--- config.mk ---
export PLATFORM = sky130hd
export DESIGN_NAME = writeback_register_flat
export DESIGN_NICKNAME = d
export VERILOG_FILES = /design/src/rtl/writeback_register_if.sv /design/src/rtl/writeback_register.sv /design/src/flat_wrapper.sv
export SDC_FILE = /design/constraint.sdc
export NUM_CORES = 1
export LEC_CHECK = 0
export BUFFER_PORTS_ARGS = -buffer_cell sky130_fd_sc_hd__buf_2
export CAP_MARGIN = 20
export CORE_MARGIN = 1
export CORE_UTILIZATION = 42
export CTS_CLUSTER_DIAMETER = 40
export DETAILED_ROUTE_END_ITERATION = 7
export PLACE_DENSITY = 0.75
export REMOVE_ABC_BUFFERS = 1
export SYNTH_ARGS = -nofsm -noshare
export SYNTH_HDL_FRONTEND = slang
export SYNTH_SLANG_ARGS = --single-unit
--- constraint.sdc ---
create_clock -name clk -period 7 [get_ports clk]
set_input_delay 1.4 -clock clk [delete_from_list [all_inputs] [get_ports clk]]
set_output_delay 1.4 -clock clk [all_outputs]
set_load 0.005 [all_outputs]
--- src/rtl/writeback_register_if.sv ---
// Bundle of the M->W pipeline register signals: memory-stage results and W control
// in, writeback/status/performance outputs back to the core.
interface writeback_register_if #(
  parameter int CNT_W = 32
);
  logic [3:0]       M_stat;
  logic [3:0]       M_icode;
  logic [3:0]       M_dstE;
  logic [3:0]       M_dstM;
  logic [63:0]      M_valE;
  logic [63:0]      m_valM;
  logic             W_stall;
  logic             W_bubble;
  logic [3:0]       W_stat;
  logic [3:0]       W_icode;
  logic [3:0]       W_dstE;
  logic [3:0]       W_dstM;
  logic [63:0]      W_valE;
  logic [63:0]      W_valM;
  logic             halted;
  logic             fault;
  logic [CNT_W-1:0] retired;
  logic [CNT_W-1:0] cycles;
  logic [1:0]       state_dbg;

  // No handshake: the register samples its inputs on every clock edge; W_stall and
  // W_bubble are level controls evaluated at that edge.
  modport master (
    output M_stat, M_icode, M_dstE, M_dstM, M_valE, m_valM, W_stall, W_bubble,
    input  W_stat, W_icode, W_dstE, W_dstM, W_valE, W_valM, halted, fault,
           retired, cycles, state_dbg
  );

  modport slave (
    input  M_stat, M_icode, M_dstE, M_dstM, M_valE, m_valM, W_stall, W_bubble,
    output W_stat, W_icode, W_dstE, W_dstM, W_valE, W_valM, halted, fault,
           retired, cycles, state_dbg
  );
endinterface

--- src/rtl/writeback_register.sv ---
// Y86 M->W pipeline register with stall/bubble control, run/halt/fault status FSM and
// retire/cycle counters. Define WB_TRACE_EN for a simulation trace of retires and stops.
module writeback_register #(
  parameter int         CNT_W = 32,
  parameter logic [3:0] RNONE = 4'hF
) (
  input logic              clk,
  input logic              rst,
  writeback_register_if.slave wb
);
  localparam logic [3:0] STAT_AOK  = 4'd1;
  localparam logic [3:0] STAT_HLT  = 4'd2;
  localparam logic [3:0] STAT_ADR  = 4'd3;
  localparam logic [3:0] STAT_INS  = 4'd4;
  localparam logic [3:0] ICODE_NOP = 4'h1;
  localparam logic [CNT_W-1:0] CNT_ONE = {{(CNT_W-1){1'b0}}, 1'b1};

  typedef enum logic [1:0] {
    RUN    = 2'd0,
    HALTED = 2'd1,
    FAULT  = 2'd2
  } state_t;

  state_t     state;
  logic [3:0] stat_n;
  logic [3:0] dste_n;
  logic [3:0] dstm_n;
  logic       load;
  logic       retire;

  // Unknown status codes are folded into INS so they stop the core like a bad opcode.
  always_comb begin
    stat_n = STAT_INS;
    if (wb.M_stat == STAT_AOK || wb.M_stat == STAT_HLT || wb.M_stat == STAT_ADR)
      stat_n = wb.M_stat;
    dste_n = (stat_n == STAT_AOK) ? wb.M_dstE : RNONE;
    dstm_n = (stat_n == STAT_AOK) ? wb.M_dstM : RNONE;
    load   = (state == RUN) && !wb.W_bubble && !wb.W_stall;
    retire = load && (((stat_n == STAT_AOK) && (wb.M_icode != ICODE_NOP)) ||
                      (stat_n == STAT_HLT));
  end

  always_ff @(posedge clk or posedge rst) begin
    if (rst) begin
      state      <= RUN;
      wb.W_stat  <= STAT_AOK;
      wb.W_icode <= ICODE_NOP;
      wb.W_dstE  <= RNONE;
      wb.W_dstM  <= RNONE;
      wb.W_valE  <= '0;
      wb.W_valM  <= '0;
      wb.halted  <= 1'b0;
      wb.fault   <= 1'b0;
      wb.retired <= '0;
      wb.cycles  <= '0;
    end else if (state == RUN) begin
      wb.cycles <= wb.cycles + CNT_ONE;
      if (wb.W_bubble) begin
        wb.W_stat  <= STAT_AOK;
        wb.W_icode <= ICODE_NOP;
        wb.W_dstE  <= RNONE;
        wb.W_dstM  <= RNONE;
        wb.W_valE  <= '0;
        wb.W_valM  <= '0;
      end else if (load) begin
        wb.W_stat  <= stat_n;
        wb.W_icode <= wb.M_icode;
        wb.W_dstE  <= dste_n;
        wb.W_dstM  <= dstm_n;
        wb.W_valE  <= wb.M_valE;
        wb.W_valM  <= wb.m_valM;
        if (retire)
          wb.retired <= wb.retired + CNT_ONE;
        if (stat_n == STAT_HLT) begin
          state     <= HALTED;
          wb.halted <= 1'b1;
        end else if (stat_n != STAT_AOK) begin
          state    <= FAULT;
          wb.fault <= 1'b1;
        end
      end
    end
  end

  assign wb.state_dbg = state;

`ifdef WB_TRACE_EN
  always @(posedge clk) begin
    if (!rst && retire)
      $display("wb retire cycles=%0h icode=%h E=%h:%h M=%h:%h",
               wb.cycles, wb.M_icode, dste_n, wb.M_valE, dstm_n, wb.m_valM);
    if (!rst && load && stat_n != STAT_AOK)
      $display("wb enter %s stat=%h", (stat_n == STAT_HLT) ? "HALTED" : "FAULT", stat_n);
  end
`else
  // Trace disabled: no simulation output.
`endif
endmodule

--- src/flat_wrapper.sv ---
// flat-port wrapper written by rule: the top's interface ports become plain ports
module writeback_register_flat 
#(
  parameter int         CNT_W = 32,
  parameter logic [3:0] RNONE = 4'hF
)
  (clk, rst, wb_M_stat, wb_M_icode, wb_M_dstE, wb_M_dstM, wb_M_valE, wb_m_valM, wb_W_stall, wb_W_bubble, wb_W_stat, wb_W_icode, wb_W_dstE, wb_W_dstM, wb_W_valE, wb_W_valM, wb_halted, wb_fault, wb_retired, wb_cycles, wb_state_dbg);
  writeback_register_if #(.CNT_W(CNT_W)) wb_i ();
  input logic clk;
  input logic rst;
  input wire logic [$bits(wb_i.M_stat)-1:0] wb_M_stat;
  input wire logic [$bits(wb_i.M_icode)-1:0] wb_M_icode;
  input wire logic [$bits(wb_i.M_dstE)-1:0] wb_M_dstE;
  input wire logic [$bits(wb_i.M_dstM)-1:0] wb_M_dstM;
  input wire logic [$bits(wb_i.M_valE)-1:0] wb_M_valE;
  input wire logic [$bits(wb_i.m_valM)-1:0] wb_m_valM;
  input wire logic [$bits(wb_i.W_stall)-1:0] wb_W_stall;
  input wire logic [$bits(wb_i.W_bubble)-1:0] wb_W_bubble;
  output wire logic [$bits(wb_i.W_stat)-1:0] wb_W_stat;
  output wire logic [$bits(wb_i.W_icode)-1:0] wb_W_icode;
  output wire logic [$bits(wb_i.W_dstE)-1:0] wb_W_dstE;
  output wire logic [$bits(wb_i.W_dstM)-1:0] wb_W_dstM;
  output wire logic [$bits(wb_i.W_valE)-1:0] wb_W_valE;
  output wire logic [$bits(wb_i.W_valM)-1:0] wb_W_valM;
  output wire logic [$bits(wb_i.halted)-1:0] wb_halted;
  output wire logic [$bits(wb_i.fault)-1:0] wb_fault;
  output wire logic [$bits(wb_i.retired)-1:0] wb_retired;
  output wire logic [$bits(wb_i.cycles)-1:0] wb_cycles;
  output wire logic [$bits(wb_i.state_dbg)-1:0] wb_state_dbg;
  assign wb_i.M_stat = wb_M_stat;
  assign wb_i.M_icode = wb_M_icode;
  assign wb_i.M_dstE = wb_M_dstE;
  assign wb_i.M_dstM = wb_M_dstM;
  assign wb_i.M_valE = wb_M_valE;
  assign wb_i.m_valM = wb_m_valM;
  assign wb_i.W_stall = wb_W_stall;
  assign wb_i.W_bubble = wb_W_bubble;
  assign wb_W_stat = wb_i.W_stat;
  assign wb_W_icode = wb_i.W_icode;
  assign wb_W_dstE = wb_i.W_dstE;
  assign wb_W_dstM = wb_i.W_dstM;
  assign wb_W_valE = wb_i.W_valE;
  assign wb_W_valM = wb_i.W_valM;
  assign wb_halted = wb_i.halted;
  assign wb_fault = wb_i.fault;
  assign wb_retired = wb_i.retired;
  assign wb_cycles = wb_i.cycles;
  assign wb_state_dbg = wb_i.state_dbg;
  writeback_register #(.CNT_W(CNT_W), .RNONE(RNONE)) u_core (.clk(clk), .rst(rst), .wb(wb_i));
endmodule
==> metrics.cfg, run 1 <==
[outcome]
status = finished clean

[sta]
worst_slack_ps = 3660
final-setup-viol-count = 0
min_period_ps = 3340
tns_ps = 0
hold_viol = 0
tightest_slew_ps = 990
fin_crit_sh_pct = 47.7
worst_clock_skew_ps = 17.1
slew_violations = 0
max_freq_mhz = 299
rsz0062_at_grt = no
holdWs_ps = 480
slew_headroom_pct = 33.1

[cts]
clkLatencyLatePin_ps = 510
cts_sinks = 212
hold_buffers = 0
clk_pin_slew_worst_paths_ps = 60
root_buffer = clkbuf_16
clockBufferDepth = 3
cts_buffers = 29
cts_tree = built
post_cts_buffers = 0
htreeDepth = 1
ctsResizeCount = 0

[grt]
top_usage_layer = met2
antenna_found_initial = 1
grtUsageTotal_pct = 20.9
grt_pass1_vias = 6172
grt_pass1_wl_um = 32800
use_met2_pct = 34.9
grt.met1_usage_pct = 27.4
grt_max_degree = 148
met3_usage_pct = 4.27
grt_remaining_overflow = 0

[synth]
syn_avg_cell_area_um2 = 13.6
seq_area_frac_synth_pct = 66.4
synth-seq-cells = 212
syn_inst = 591
synth_top_cell_by_area = dfrtp_1
synth_top_area_share_pct = 63.1
ys.warnings.count = 0
synth_area_leaders = dfrtp_1 (63%), a22o_1 (14%), xnor2_1 (4.4%)
synth_area_um2 = 8010
yosys.cell_types.count = 35

[critical_path]
rr_startpoint = u_core.wb.state_dbg[0]
end_kind = register
worstPathMaxFanout = 46
critPathLaunchType = primary input
critical_path_required_ps = 7440
cp.arrival_ps = 3780
critical_path_class = primary input to register
crit_path_start = wb_W_bubble

[final_layout]
fin_area_um2 = 11000
ff_latch_area_um2 = 5320
layout_common_cells = buf_2 (359), dfrtp_1 (202), a22o_1 (132)
syn2layout_area_growth_pct = 37.8
nets = 1106
final_common_cell = buf_2
multi_input_area_um2 = 2560
fillers = 1536
layout-drive-gt1-share_pct = 44.4

[floorplanning]
rows = 50
core_area_um2 = 18700
die_h_um = 140
die_area_um2 = 19600
pin_count = 360
start_util_pct = 42.8
die_width_um = 140

[routing]
vias_per_cell = 5.24
dr.pass1.iters = 5
wire_per_inst_um = 17.3
num_vias = 6351
ant_nets = 0
drt_iter0_markers = 317
route.detailed.drc = 0
finalWirelength_um = 21000

[job]
maxCapViolations = 0

[min_path]
hp-class = register to register
hold_start = u_core.wb.halted

[power_and_ir_drop]
power_leakage_nw = 5.94
ir_drop_mv = 0.183
power.density_nw_per_um2 = 349

[placed_design]
pre_cts_ws_ps = 3130
io_buffers = 359
gp_congestion = 0.800
hpwl_um = 14500
postPlaceCellArea_um2 = 10000

## flip-flops by register name, summed over array words and instances, names as in the netlist
name and cells:
u_core.wb.W_dstE 4, u_core.wb.W_dstM 4, u_core.wb.W_icode 4, u_core.wb.W_stat 4, u_core.wb.W_valE 64, u_core.wb.W_valM 64, u_core.wb.cycles 32, u_core.wb.fault 1
u_core.wb.halted 1, u_core.wb.retired 32, u_core.wb.state_dbg 2
## final timing paths
check	endpoint	slack, ps	depth (start not counted)
max	u_core.wb.retired[29]	3660	7
min	u_core.wb.halted	480	1
max reg2reg	u_core.wb.retired[29]	4160	6
min reg2reg	u_core.wb.halted	480	1
max in group asynchronous	u_core.wb.W_valM[55]	4410	3
min in group asynchronous	u_core.wb.W_valE[6]	1090	2
## Yosys cell counts
cell      count
o21bai_1      2
and3_1        7
buf_1         4
nor2_1       15
o22a_1        9
and4_1        3
o21ai_1       1
nor4_4        1
xor2_1       22
nor3_1        9
nor4b_1       2
nand4_1      13
a22o_1      132
dfstp_2      10
dfrtp_1     202
inv_1         7
xnor2_1      40
a21oi_1       2
or2_0         1
nand2b_1      2
nand3_1      26
nor4_1        9
o21ai_0       1
and2_1        3
nand2_1      29
a21boi_1      1
clkbuf_1     26
or2_2         3
ha_1          2
o21a_1        1
nor2b_1       1
a32o_1        1
or4_1         1
or4b_2        1
mux2_2        2
## metrics by stage
step | instances | total power, mW | util [%]
2_1_floorplan | 561 | 1.99 | -
3_3_place_gp | 1159 | 2.39 | 53.7
3_5_place_dp | 1159 | 2.41 | 53.7
4_1_cts | 1211 | 3.90 | 59.0
5_1_grt | 1212 | 4.03 | 59.0
6_report | 1212 | 3.85 | 59.0
## routing by layer
layer  routed length, um  part of all wire (%)
met1                9010                    43
met2               10200                    48
met3                1290                   6.2
met4                 531                   2.5
met5                   0                     0
## report_power, final
part | internal [mW] | leakage (nW) | switching, mW
Sequential | 1.49 | 2.83 | 0.162
Clock | 0.931 | 0.477 | 0.537
Combinational | 0.402 | 2.63 | 0.330
Total | 2.82 | 5.94 | 1.03
## cell families (layout without fill, tap and decap cells)
kind of cell	count (synthesis)	in the layout	share of synthesized area [%]
flops	212	212	66.4
compound gates	150	150	16.2
simple gates	126	126	8.33
xor+xnor	62	62	6.78
buf+inv	37	423	1.73
fa+ha+maj	2	2	0.312
mux	2	2	0.281
other cells	0	1	0
## critical path: stages
cell and delay [ps]:
buf_2 140, nor4_4 190, buf_4 450, nand2_1 250
or4_1 750, nor4_1 410, xor2_1 170
## area by class of cell
| cell class | count | share of cell area (%) |
|---|---|---|
| diodes | 1 | 0.0227 |
| clock buffers | 32 | 6.86 |
| clock inverters | 20 | 2.12 |
| multi-input cells | 342 | 23.2 |
| repair buffers | 364 | 16.6 |
| inverters | 7 | 0.306 |
| flip-flops and latches | 212 | 48.2 |
| well taps | 234 | 2.65 |
Note: power is estimated with default switching activity, not from simulation.
==> run 2, diff against run 1 <==
ABC_AREA = 1   (was unset)
CORE_AREA = 2 2 139 141   (was unset)
CORE_MARGIN = unset   (was 1)
CORE_UTILIZATION = unset   (was 42)
DIE_AREA = 0 0 141 143   (was unset)
PLACE_DENSITY = 0.79   (was 0.75)
clock period = 3.25 ns   (was 7 ns; I/O delays follow)
==> metrics.cfg, run 2 <==
[cts]
clkLatencyLatePin_ps = 500  ; was 510 ps
clockBufferDepth = 3  ; unchanged
cts_buffers = 34  ; was 29
htreeDepth = 2  ; was 1
cts_sinks = 212  ; unchanged
post_cts_buffers = 0  ; unchanged
root_buffer = clkbuf_16  ; unchanged
cts_tree = built  ; unchanged
clk_pin_slew_worst_paths_ps = 60  ; about the same
hold_buffers = 0  ; unchanged
ctsResizeCount = 0  ; unchanged

[synth]
seq_area_frac_synth_pct = 59.5  ; was 66.4%
synth_top_cell_by_area = dfrtp_1  ; unchanged
yosys.cell_types.count = 33  ; was 35
synth_area_leaders = dfrtp_1 (57%), a22o_1 (13%), nand2_1 (8.8%)  ; was dfrtp_1 (63%), a22o_1 (14%), xnor2_1 (4.4%)
synth_area_um2 = 8930  ; was 8010 um2
syn_avg_cell_area_um2 = 10.3  ; was 13.6 um2
synth_top_area_share_pct = 56.6  ; was 63.1%
ys_async_sr_fraction_pct = 100  ; unchanged
yosysMostFrequentCell = nand2_1  ; was dfrtp_1
ys.warnings.count = 0  ; unchanged
synth_commonest_cells = nand2_1 (209), dfrtp_1 (202), a22o_1 (130)  ; was dfrtp_1 (202), a22o_1 (132), xnor2_1 (40)
synth-edff-count = 0  ; unchanged
synth-seq-cells = 212  ; unchanged
yosys_most_used_dff = dfrtp_1  ; unchanged
syn_inst = 868  ; was 591

[final_layout]
reg_top3 = u_core.wb.W_valE x64, u_core.wb.W_valM x64  ; unchanged
fillers = 1483  ; was 1536
fin_area_um2 = 12200  ; was 11000 um2
nets = 1387  ; was 1106
syn2layout_area_growth_pct = 36.0  ; was 37.8%
final_common_cell = buf_2  ; unchanged
layout_common_cells = buf_2 (359), nand2_1 (209), dfrtp_1 (202)  ; was buf_2 (359), dfrtp_1 (202), a22o_1 (132)
multi_input_area_um2 = 3180  ; was 2560 um2
layout-drive-gt1-share_pct = 36.6  ; was 44.4%
ff_latch_area_um2 = 5320  ; unchanged

[sta]
rsz0062_at_grt = no  ; unchanged
worst_clock_skew_ps = 13.5  ; was 17.1 ps
tns_ps = 0  ; unchanged
slew_headroom_pct = 47.4  ; was 33.1%
hold_viol = 0  ; unchanged
worst_slack_ps = 970  ; was 3660 ps
fin_crit_sh_pct = 70.2
slew_violations = 0  ; unchanged
max_freq_mhz = 439
tightest_slew_ps = 787  ; was 990 ps
final-setup-viol-count = 0  ; unchanged
min_period_ps = 2280

[critical_path]
critical_path_class = register to register  ; was primary input to register
crit_top_cell = nand2_1
crit_chain = inv_2 > nand2_4 > nor2_8 > nand3_2 > nand2_2 > inv_1 > nand2_1 > nand2_1  ; was buf_2 > nor4_4 > buf_4 > nand2_1 > or4_1 > nor4_1 > xor2_1
critPathSlowestCell = nand2_2  ; was or4_1
critPathLaunchType = register  ; was primary input
cp.arrival_ps = 2650  ; was 3780 ps
critical_path_required_ps = 3620  ; was 7440 ps
end_kind = register  ; unchanged
worst-path-buf-inv = 2  ; unchanged
crit_family = simple AND/OR/NAND/NOR gates  ; unchanged
worst_path_largest_cell_delay_ps = 600  ; was 750 ps
worstPathMaxFanout = 42  ; was 46

[placed_design]
hpwl_um = 19300  ; was 14500 um
postPlaceCellArea_um2 = 10900  ; was 10000 um2
gp_congestion = 0.870  ; was 0.800
io_buffers = 359  ; unchanged
pre_cts_ws_ps = 635  ; was 3130 ps

[routing]
num_vias = 7875  ; was 6351
dr.pass1.iters = 6  ; was 5
wire_per_inst_um = 17.5  ; was 17.3 um
ant_nets = 0  ; unchanged
finalWirelength_um = 26400  ; was 21000 um
vias_per_cell = 5.24  ; about the same
route.detailed.drc = 0  ; unchanged
drt_iter0_markers = 478  ; was 317

[grt]
grt_max_degree = 132  ; was 148
grtUsageTotal_pct = 25.7  ; was 20.9%
grt_remaining_overflow = 0  ; unchanged
use_met2_pct = 43.0  ; was 34.9%
grt_pass1_wl_um = 40400  ; was 32800 um
met3_usage_pct = 7.58  ; was 4.27%
top_usage_layer = met2  ; unchanged
grt_pass1_vias = 7503  ; was 6172
antenna_found_initial = 10  ; was 1
grt.met1_usage_pct = 32.3  ; was 27.4%

[floorplanning]
rows = 50  ; unchanged
pin_count = 360  ; unchanged
start_util_pct = 48.1  ; was 42.8%
core_area_um2 = 18600  ; was 18700 um2
die_h_um = 143  ; was 140 um
die_area_um2 = 20200  ; was 19600 um2
die_width_um = 141  ; was 140 um

[job]
maxCapViolations = 0  ; unchanged

[power_and_ir_drop]
ir_drop_mv = 0.362  ; was 0.183 mV
power.density_nw_per_um2 = 558  ; was 349 nW/um2
switching_share_pct = 22.4  ; was 26.7%
power_leakage_nw = 6.64  ; was 5.94 nW
p_seq_share_pct = 40.4  ; was 42.9%
pwr-share-comb_pct = 4.4  ; was 19.0%
intPower_mw = 5.26  ; was 2.82 mW
clockPowerShare_pct = 55.1  ; was 38.1%
netSwitchingPower_mw = 1.52  ; was 1.03 mW

[min_path]
hp-class = primary input to async pin  ; was register to register

[outcome]
status = finished clean  ; unchanged

-- run 2: worst paths after layout --
| check | startpoint | slack (ps) | end | cells past startpoint |
|---|---|---|---|---|
| worst max-delay path | u_core.wb.state_dbg[0] | 970 | u_core.wb.retired[27] | 8 |
| worst min-delay path | rst | 290 | u_core.wb.W_valE[26] | 2 |
| worst max register to register | u_core.wb.state_dbg[0] | 970 | u_core.wb.retired[27] | 8 |
| worst min register to register | u_core.wb.fault | 460 | u_core.wb.fault | 2 |
| max in group asynchronous | rst | 2120 | u_core.wb.W_dstE[0] | 3 |
| min in group clk | wb_m_valM[15] | 380 | u_core.wb.W_valM[15] | 2 |
-- run 2: power by group through the flow --
stage | clock, mW | sequential [mW] | combinational (mW)
2_1_floorplan | 0 | 2.79 | 0.0972
6_report | 3.74 | 2.74 | 0.301
3_5_place_dp | 0 | 2.78 | 0.306
4_1_cts | 3.80 | 2.74 | 0.307
5_1_grt | 3.95 | 2.75 | 0.331
3_3_place_gp | 0 | 2.78 | 0.300
-- run 2: final cells by class --
class	count	share of cell area, %
timing repair buffer	367	15.5
tap	234	2.41
inverter	65	2.07
sequential	212	43.8
clock buffer	40	7.88
antenna	6	0.124
multi-input combinational	557	26.2
clock inverter	22	2.10
-- run 2: stage by stage --
stage | hold WS (ps) | utilization (%) | std cells | power, mW
2_1_floorplan | 458 | - | 834 | 2.89
3_3_place_gp | 448 | 58.8 | 1435 | 3.08
3_5_place_dp | 450 | 58.8 | 1435 | 3.09
4_1_cts | 320 | 65.3 | 1497 | 6.85
5_1_grt | 345 | 65.3 | 1499 | 7.02
6_report | 291 | 65.4 | 1503 | 6.78
-- run 2: cells by family after synthesis --
group	Yosys count	synth area share, %
compound gates	148	13.9
xor+xnor	33	3.23
flops	212	59.5
buf+inv	99	4.97
simple gates	374	18.1
fa+ha+maj	2	0.280
-- run 2: layer usage --
layer	vias to the layer above	routed length [um]
met5	-	29
met2	338	13000
met4	6	658
li1	3680	-
met3	58	2080
met1	3793	10600
